<file path="src/rtl/calc_length_and_crc32_wide.sv">
// Stream length counter and CRC-32 (gzip/IEEE, reflected 0xEDB88320) over up to
// BYTES byte lanes per beat. Lane 0 is first in stream order, and lanes whose
// keep flag is clear are skipped.
// Optional macro CALC_CRC_INPUT_REG_EN adds a reset-cleared input register
// stage. With it, latency is 2 cycles instead of 1.
module calc_length_and_crc32_wide #(
  parameter int unsigned BYTES = 4,
  parameter int unsigned LEN_W = 32
) (
  input  logic               clk,
  input  logic               rst,
  input  logic               i_en,
  input  logic               i_eos,
  input  logic               i_eob,
  input  logic [8*BYTES-1:0] i_data,
  input  logic [BYTES-1:0]   i_keep,
  output logic               o_valid,
  output logic               o_eos,
  output logic               o_eob,
  output logic [LEN_W-1:0]   o_stream_len,
  output logic [31:0]        o_stream_crc,
  output logic               o_len_wrap,
  output logic [15:0]        o_stream_cnt
);

  localparam logic [31:0] CrcPoly = 32'hEDB88320;

  logic               beat_en;
  logic               beat_eos;
  logic               beat_eob;
  logic [8*BYTES-1:0] beat_data;
  logic [BYTES-1:0]   beat_keep;

`ifdef CALC_CRC_INPUT_REG_EN
  logic               en_q;
  logic               eos_q;
  logic               eob_q;
  logic [8*BYTES-1:0] data_q;
  logic [BYTES-1:0]   keep_q;

  // Input register stage; reset drops any beat held here.
  always_ff @(posedge clk) begin
    if (rst) begin
      en_q   <= 1'b0;
      eos_q  <= 1'b0;
      eob_q  <= 1'b0;
      data_q <= '0;
      keep_q <= '0;
    end else begin
      en_q   <= i_en;
      eos_q  <= i_eos;
      eob_q  <= i_eob;
      data_q <= i_data;
      keep_q <= i_keep;
    end
  end

  assign beat_en   = en_q;
  assign beat_eos  = eos_q;
  assign beat_eob  = eob_q;
  assign beat_data = data_q;
  assign beat_keep = keep_q;
`else
  assign beat_en   = i_en;
  assign beat_eos  = i_eos;
  assign beat_eob  = i_eob;
  assign beat_data = i_data;
  assign beat_keep = i_keep;
`endif

  // Fold one byte into a reflected CRC register, bit-serially.
  function automatic logic [31:0] crc_byte(input logic [31:0] crc, input logic [7:0] b);
    logic [31:0] c;
    c = crc ^ {24'h0, b};
    for (int i = 0; i < 8; i++) begin
      c = c[0] ? ((c >> 1) ^ CrcPoly) : (c >> 1);
    end
    return c;
  endfunction

  logic [LEN_W-1:0] len_q, len_d;
  logic [31:0]      crc_q, crc_d;
  logic             wrap_q, wrap_d;
  logic             valid_q, valid_d;
  logic             eos_o_q, eos_o_d;
  logic             eob_o_q, eob_o_d;
  logic [LEN_W-1:0] out_len_q, out_len_d;
  logic [31:0]      out_crc_q, out_crc_d;
  logic             out_wrap_q, out_wrap_d;
  logic [15:0]      cnt_q, cnt_d;

  logic [31:0]      crc_fold;
  logic [3:0]       kept_cnt;
  logic [LEN_W:0]   len_sum;
  logic [LEN_W-1:0] len_next;
  logic             wrap_next;

  // Per-beat CRC fold over kept lanes, and the length sum with its carry-out.
  always_comb begin
    crc_fold = crc_q;
    kept_cnt = 4'd0;
    for (int unsigned k = 0; k < BYTES; k++) begin
      if (beat_keep[k]) begin
        crc_fold = crc_byte(crc_fold, beat_data[8*k +: 8]);
        kept_cnt = kept_cnt + 4'd1;
      end
    end
    // At most 8 bytes per beat and LEN_W >= 16, so a beat carries out at most once.
    len_sum   = {1'b0, len_q} + {{(LEN_W-3){1'b0}}, kept_cnt};
    len_next  = len_sum[LEN_W-1:0];
    wrap_next = wrap_q | len_sum[LEN_W];
  end

  // Next-state: accumulate on a valid beat, publish and reload on end of stream.
  always_comb begin
    len_d      = len_q;
    crc_d      = crc_q;
    wrap_d     = wrap_q;
    out_len_d  = out_len_q;
    out_crc_d  = out_crc_q;
    out_wrap_d = out_wrap_q;
    cnt_d      = cnt_q;
    valid_d    = 1'b0;
    eos_o_d    = beat_en & beat_eos;
    eob_o_d    = beat_en & beat_eob;
    if (beat_en) begin
      if (beat_eos) begin
        out_len_d  = len_next;
        out_crc_d  = ~crc_fold;
        out_wrap_d = wrap_next;
        cnt_d      = cnt_q + 16'd1;
        valid_d    = 1'b1;
        len_d      = '0;
        crc_d      = 32'hFFFFFFFF;
        wrap_d     = 1'b0;
      end else begin
        len_d  = len_next;
        crc_d  = crc_fold;
        wrap_d = wrap_next;
      end
    end
  end

  // State and output registers; reset wins over any beat.
  always_ff @(posedge clk) begin
    if (rst) begin
      len_q      <= '0;
      crc_q      <= 32'hFFFFFFFF;
      wrap_q     <= 1'b0;
      valid_q    <= 1'b0;
      eos_o_q    <= 1'b0;
      eob_o_q    <= 1'b0;
      out_len_q  <= '0;
      out_crc_q  <= '0;
      out_wrap_q <= 1'b0;
      cnt_q      <= '0;
    end else begin
      len_q      <= len_d;
      crc_q      <= crc_d;
      wrap_q     <= wrap_d;
      valid_q    <= valid_d;
      eos_o_q    <= eos_o_d;
      eob_o_q    <= eob_o_d;
      out_len_q  <= out_len_d;
      out_crc_q  <= out_crc_d;
      out_wrap_q <= out_wrap_d;
      cnt_q      <= cnt_d;
    end
  end

  assign o_valid      = valid_q;
  assign o_eos        = eos_o_q;
  assign o_eob        = eob_o_q;
  assign o_stream_len = out_len_q;
  assign o_stream_crc = out_crc_q;
  assign o_len_wrap   = out_wrap_q;
  assign o_stream_cnt = cnt_q;

endmodule

</file>
<file path="config.mk">
export PLATFORM = sky130hd
export DESIGN_NAME = calc_length_and_crc32_wide
export DESIGN_NICKNAME = d
export VERILOG_FILES = /design/src/rtl/calc_length_and_crc32_wide.sv
export SDC_FILE = /design/constraint.sdc
export NUM_CORES = 1
export LEC_CHECK = 0
export BUFFER_PORTS_ARGS = -buffer_cell sky130_fd_sc_hd__buf_4
export CORE_UTILIZATION = 30
export DETAILED_ROUTE_END_ITERATION = 10
export PLACE_DENSITY_LB_ADDON = 0.2
export REMOVE_ABC_BUFFERS = 1
export SYNTH_ARGS = -nofsm -noshare
export SYNTH_HDL_FRONTEND = slang
export SYNTH_SLANG_ARGS = --single-unit
</file>
<file path="constraint.sdc">
create_clock -name clk -period 5.8 [get_ports clk]
set_input_delay 0.87 -clock clk [delete_from_list [all_inputs] [get_ports clk]]
set_output_delay 0.87 -clock clk [all_outputs]
set_load 0.02 [all_outputs]
</file>
=== After elaboration in Yosys (flattened, before gate mapping) ===
Index checks and enable logic that the tools add are counted.

* Add/sub/neg operators: 5
* Mux-type cells: 44
* Bitwise logic cells: 41
* Reductions and logical operators: 2

{| class="wikitable"
|+ Operators by type and width
! cell !! count
|-
| two-way mux 32 bit || 38
|-
| inverter 13 -> 14 bit || 32
|-
| bitwise XOR 32 x 8 -> 32 bit || 4
|-
| adder 32 x 4 -> 33 bit || 1
|-
| inverter 32 bit || 1
|-
| adder 16 x 1 -> 16 bit (second input constant) || 1
|-
| two-way mux 4 bit || 3
|-
| adder 4 x 1 -> 4 bit (second input constant) || 2
|-
| two-way mux 1 bit || 3
|-
| adder 1 x 1 -> 2 bit (second input constant) || 1
|-
| bitwise AND 1 bit || 2
|-
| AND reduction 2 bit || 1
|-
| OR reduction 2 bit || 1
|-
| inverter 1 bit || 1
|-
| OR 1 bit || 1
|}

* Flip-flop bits (word level): 149
* Bits of input ports: 41
* Output and inout port bits: 84
* Logic and storage cells: 102

=== Longest topological paths before layout ===
* Depth after elaboration: 73
* Mapped depth: 24
* Gate-level depth less buffers: 21

=== Least setup slack after synthesis ===
No wires, ideal clock.

* Path kind: input to register
* From: in i_keep[1]
* To: reg out_len_q[25], in the netlist o_stream_len[25]
* Data arrival time: 5.351 ns
* Data required time: 5.714 ns
* Setup slack: 0.364 ns
* Stages on the path: 21
* Path buffers: 4
* Cell sequence: buf_2 > inv_1 > clkbuf_1 > buf_1 > ha_1 > xor2_1 > ha_1 > mux2_2 > ha_1 > a21o_1 > a21oi_1 > nor2b_1 > o21ai_0 > nor2_1 > and4_1 > and3_1 > clkbuf_1 > nand2_1 > or3_1 > xor2_1 > a211oi_1

* Cells in the longest elaborated chain, start to end: 6

{| class="wikitable"
|+ RTL lines
! item !! line !! text
|-
| start: declaration || 16 || <nowiki>input logic [BYTES-1:0] i_keep,</nowiki>
|-
| two-way mux 4 bit (*) || 103 || <nowiki>if (beat_keep[k]) begin</nowiki>
|-
| adder 4 x 1 -> 4 bit || 105 || <nowiki>kept_cnt = kept_cnt + 4'd1;</nowiki>
|-
| two-way mux 4 bit (*) || 103 ||
|-
| adder 4 x 1 -> 4 bit || 105 ||
|-
| two-way mux 4 bit (*) || 103 ||
|-
| adder 32 x 4 -> 33 bit (*) || 109 || <nowiki>len_sum = {1'b0, len_q} + {{(LEN_W-3){1'b0}}, kept_cnt};</nowiki>
|-
| end signal: assignment || 164 || <nowiki>out_len_q <= out_len_d;</nowiki>
|-
| end: declaration || 87 || <nowiki>logic [LEN_W-1:0] out_len_q, out_len_d;</nowiki>
|}

Mark *: on every way between the ends. The rest lies on a longest branch, timed or not.
A chain may end at the register's enable or synchronous reset.

=== Worst setup path in the final report ===
* From: reg crc_q[2]
* To: reg crc_q[3]

* Cells in the longest elaborated chain, start to end: 50
* Elaborated cells on any way between the ends: 64

{| class="wikitable"
|+ RTL lines
! item !! line !! text
|-
| start: declaration || 82 || <nowiki>logic [31:0] crc_q, crc_d;</nowiki>
|-
| start signal: assignment || 159 || <nowiki>crc_q <= crc_d;</nowiki>
|-
| bitwise XOR 32 x 8 -> 32 bit || 74 || <nowiki>c = crc ^ {24'h0, b};</nowiki>
|-
| two-way mux 32 bit (4 in series) || 76 || <nowiki>c = c[0] ? ((c >> 1) ^ CrcPoly) : (c >> 1);</nowiki>
|-
| two-way mux 32 bit or inverter 13 -> 14 bit (tied branches) || - ||
|-
| two-way mux 32 bit || 76 ||
|-
| two-way mux 32 bit or inverter 13 -> 14 bit (tied branches) || - ||
|-
| two-way mux 32 bit || 76 ||
|-
| two-way mux 32 bit (*) || 103 ||
|-
| bitwise XOR 32 x 8 -> 32 bit or inverter 13 -> 14 bit (tied branches) || - ||
|-
| [27 not listed] || - ||
|-
| inverter 13 -> 14 bit (no source line) or two-way mux 32 bit (tied branches) || - ||
|-
| two-way mux 32 bit or bitwise XOR 32 x 8 -> 32 bit (tied branches) || 76, 74 ||
|-
| inverter 13 -> 14 bit (no source line) or two-way mux 32 bit (tied branches) || - ||
|-
| two-way mux 32 bit (3 in series) || 76 ||
|-
| inverter 13 -> 14 bit (no source line) or two-way mux 32 bit (tied branches) || - ||
|-
| two-way mux 32 bit (3 in series) || 76 ||
|-
| two-way mux 32 bit (*) || 103 ||
|-
| two-way mux 32 bit (*) || 127 || <nowiki>if (beat_eos) begin</nowiki>
|}

Marked as above.

==> metrics.csv <==
metric;value;unit
Core Region;0.03865;mm2
Post-CTS Resized;0;
Min-Delay Path Depth;2;
cell at the slowest stage of the critical path;dfxtp_1;
setup TNS;0;ns
fillers;3976;
Fin. Hold Viols;0;
Worst-Skew Late Latency;0.42;ns
synthesized area;0.01176;mm2
Yosys cell types;71;
Initial DRC Count;588;
CP most frequent cell;xnor3_1;
WP data required;6.08;ns
routability congestion estimate;0.9505;
Register Area;0.002983;mm2
Most used DFF post-synth;dfxtp_1;
Post-synth EDFFs;0;
HP Class;reg -> reg;
Critical Path AT;5.73;ns
synthesized area per cell;9.063;um2
GR Overflow Total;0;
Tcrit/Tclk final;0.9396;
antenna cell count;0;
Starting Density;0.3042;
Antenna Nets Post-Route;0;
final slew viol count;0;
hold buffer count at CTS;0;
CTS tree;yes;
slew at the pin closest to its max-slew limit;1.176;ns
#FFs+latches synth;149;
largest net degree at the start of global routing;61;
# IOs;125;
DRC violations left;0;
DRT Wirelength;38410;um
RSZ-0062 raised after global routing;false;
clock slew at reported path FFs;0.06;ns
Site Rows;72;
Synth top area share;0.2538;
die width;200.0;um
share of cells above drive strength 1;0.2171;
mean routed wirelength per cell;19.51;um
vias in the first global route;9243;
highest clock rate;183.5;MHz
I/O Buffers;124;
hold path startpoint;o_stream_crc[1];
FF-to-FF Start;crc_q[2];
Ys Warns;0;
dominant cell type by area after synthesis;dfxtp_1;
commonest non-fill, non-tap cells in the layout;buf_4 (202), nor2_1 (171), xnor2_1 (149), dfxtp_1 (149), a21oi_1 (91);
area taken by multi-input logic gates;0.008376;mm2
clk root buf;clkbuf_16;
final setup vio count;0;
Min-Delay Endpoint;o_stream_crc[1];
leading cell type in the layout, fill and taps excluded;buf_4;
via count;9723;
TritonRoute pass-1 iters;5;
Clock Tree Buf Depth;2;
post-route insts no fill;1969;
Die H;200.0;um
first-pass GRT wire length;57190;um
Crit Path Class;reg -> reg;
R2R setup slack;0.35;ns
CP Capture Type;flip-flop;
Finished Core Util;0.3683;
asr flop ratio synth;0;
run status;completed;
max_cap viols;0;
Worst Path Max Fanout;6;
Inst Count DP;1937;
max incr delay on CP;0.49;ns
cell count of the worst reg-to-reg path;15;
post-synthesis sequential area ratio;0.2538;
Critical R2R Capture;crc_q[3];
post-detail-place hpwl;30060;um
synth top area cells;dfxtp_1 (25%), xnor2_1 (11%), xnor3_1 (7.5%);
initial antenna violation count;0;
chain of cells forming the critical path;xor3_1, mux2i_1, xnor3_1, xor3_1, o21ai_1, xor2_1, xnor3_1, or3_1, a21oi_2, o21a_1, nor2_4, xnor2_1, xnor3_1, a21oi_1, a31oi_1;
min cycle time layout;5.450;ns
setup bufs post-CTS;0;
Setup crit start kind;flip-flop;
Top Family by Delay on Critical Path;XOR/XNOR gates;
gr usage total;0.1929;
Bufs and invs on worst path;0;
Worst slew margin;0.2133;
# nets final;1488;
TritonCTS buffer count;17;
# H-tree levels;4;
clock sinks;149;
die area;0.03998;mm2
area delta synth->final;21.08;%
vias per cell;4.938;
Setup Skew;0.01431;ns
cells after synthesis;1297;
## worst max path at each step
stage | slack (ns) | depth (start not counted) | start | to
after floorplan | 0.33 | 15 | i_data[7] | o_stream_crc[16]
after global placement | -0.12 | 17 | i_data[1] | crc_q[3]
after detailed placement | -0.17 | 16 | i_data[1] | crc_q[3]
after CTS | 0.15 | 15 | crc_q[2] | crc_q[3]
after global routing | 0.11 | 15 | crc_q[2] | o_stream_crc[3]
final | 0.35 | 15 | crc_q[2] | crc_q[3]
## routing by layer
layer	up-vias	wire [um]	track usage
met4	0	393	0.03223
met2	219	18060	0.3164
met1	4719	18150	0.2694
li1	4765	-	-
met5	-	0	0
met3	20	1797	0.03007
## cells in the mapped netlist (7+ instances only)
library cell    n
a211oi_1       41
a21bo_2         7
a21o_1          8
a21oi_1        92
a22o_1         11
a22oi_1        16
and3_1         11
buf_1          10
buf_2           9
clkbuf_1       61
dfxtp_1       149
ha_1            8
inv_1          25
mux2_2          8
mux2i_1        55
mux2i_4         8
nand2_1        72
nand2b_1        8
nand3_1        27
nor2_1        172
nor3_1         29
o211ai_1       12
o21ai_0        55
xnor2_1       149
xnor2_2        12
xnor3_1        39
xor2_1         78
xor3_1         16
## layout make-up
class	count	share of cell area
multi-input combinational	1043	0.5885
inverter	25	0.006593
timing repair buffer	202	0.1065
tap	518	0.04554
sequential	149	0.2096
clock buffer	18	0.03086
clock inverter	14	0.01240
## kinds of logic (layout without fill, tap and decap cells)
family,Yosys count,count (layout),share of synthesized area
AOI/OAI and AO/OA,282,282,0.1598
xor gates and xnor gates,311,311,0.3275
adders and majority gates,9,9,0.01022
buffers and inverters,105,259,0.03449
DFF,149,149,0.2538
muxes,74,74,0.07355
other,1,1,0.0003190
and+or+nand+nor,366,366,0.1404
## worst min-delay path, cell delays in order (launching register included)
cell and delay (ns):
dfxtp_1 0.31, nand2_1 0.05, a21oi_1 0.05
## flip-flops by register name, summed over array words and instances, names as in the netlist
signal / cells
crc_q: 32
len_q: 32
o_eob: 1
o_eos: 1
o_len_wrap: 1
o_stream_cnt: 16
o_stream_crc: 32
o_stream_len: 32
o_valid: 1
wrap_q: 1
## stage by stage
step | setup WS, ns | instance area (um2) | hold WS, ns
2_1_floorplan | 0.3325 | 11440 | 0.4382
3_3_place_gp | -0.1159 | 13610 | 0.4473
3_5_place_dp | -0.1689 | 13610 | 0.4509
4_1_cts | 0.1451 | 14230 | 0.4596
5_1_grt | 0.1077 | 14230 | 0.4949
6_report | 0.3505 | 14230 | 0.4579
Power is left out: the tool's default activity adds up to more than one toggle a clock period on the data nets, which glitch-free logic cannot reach.
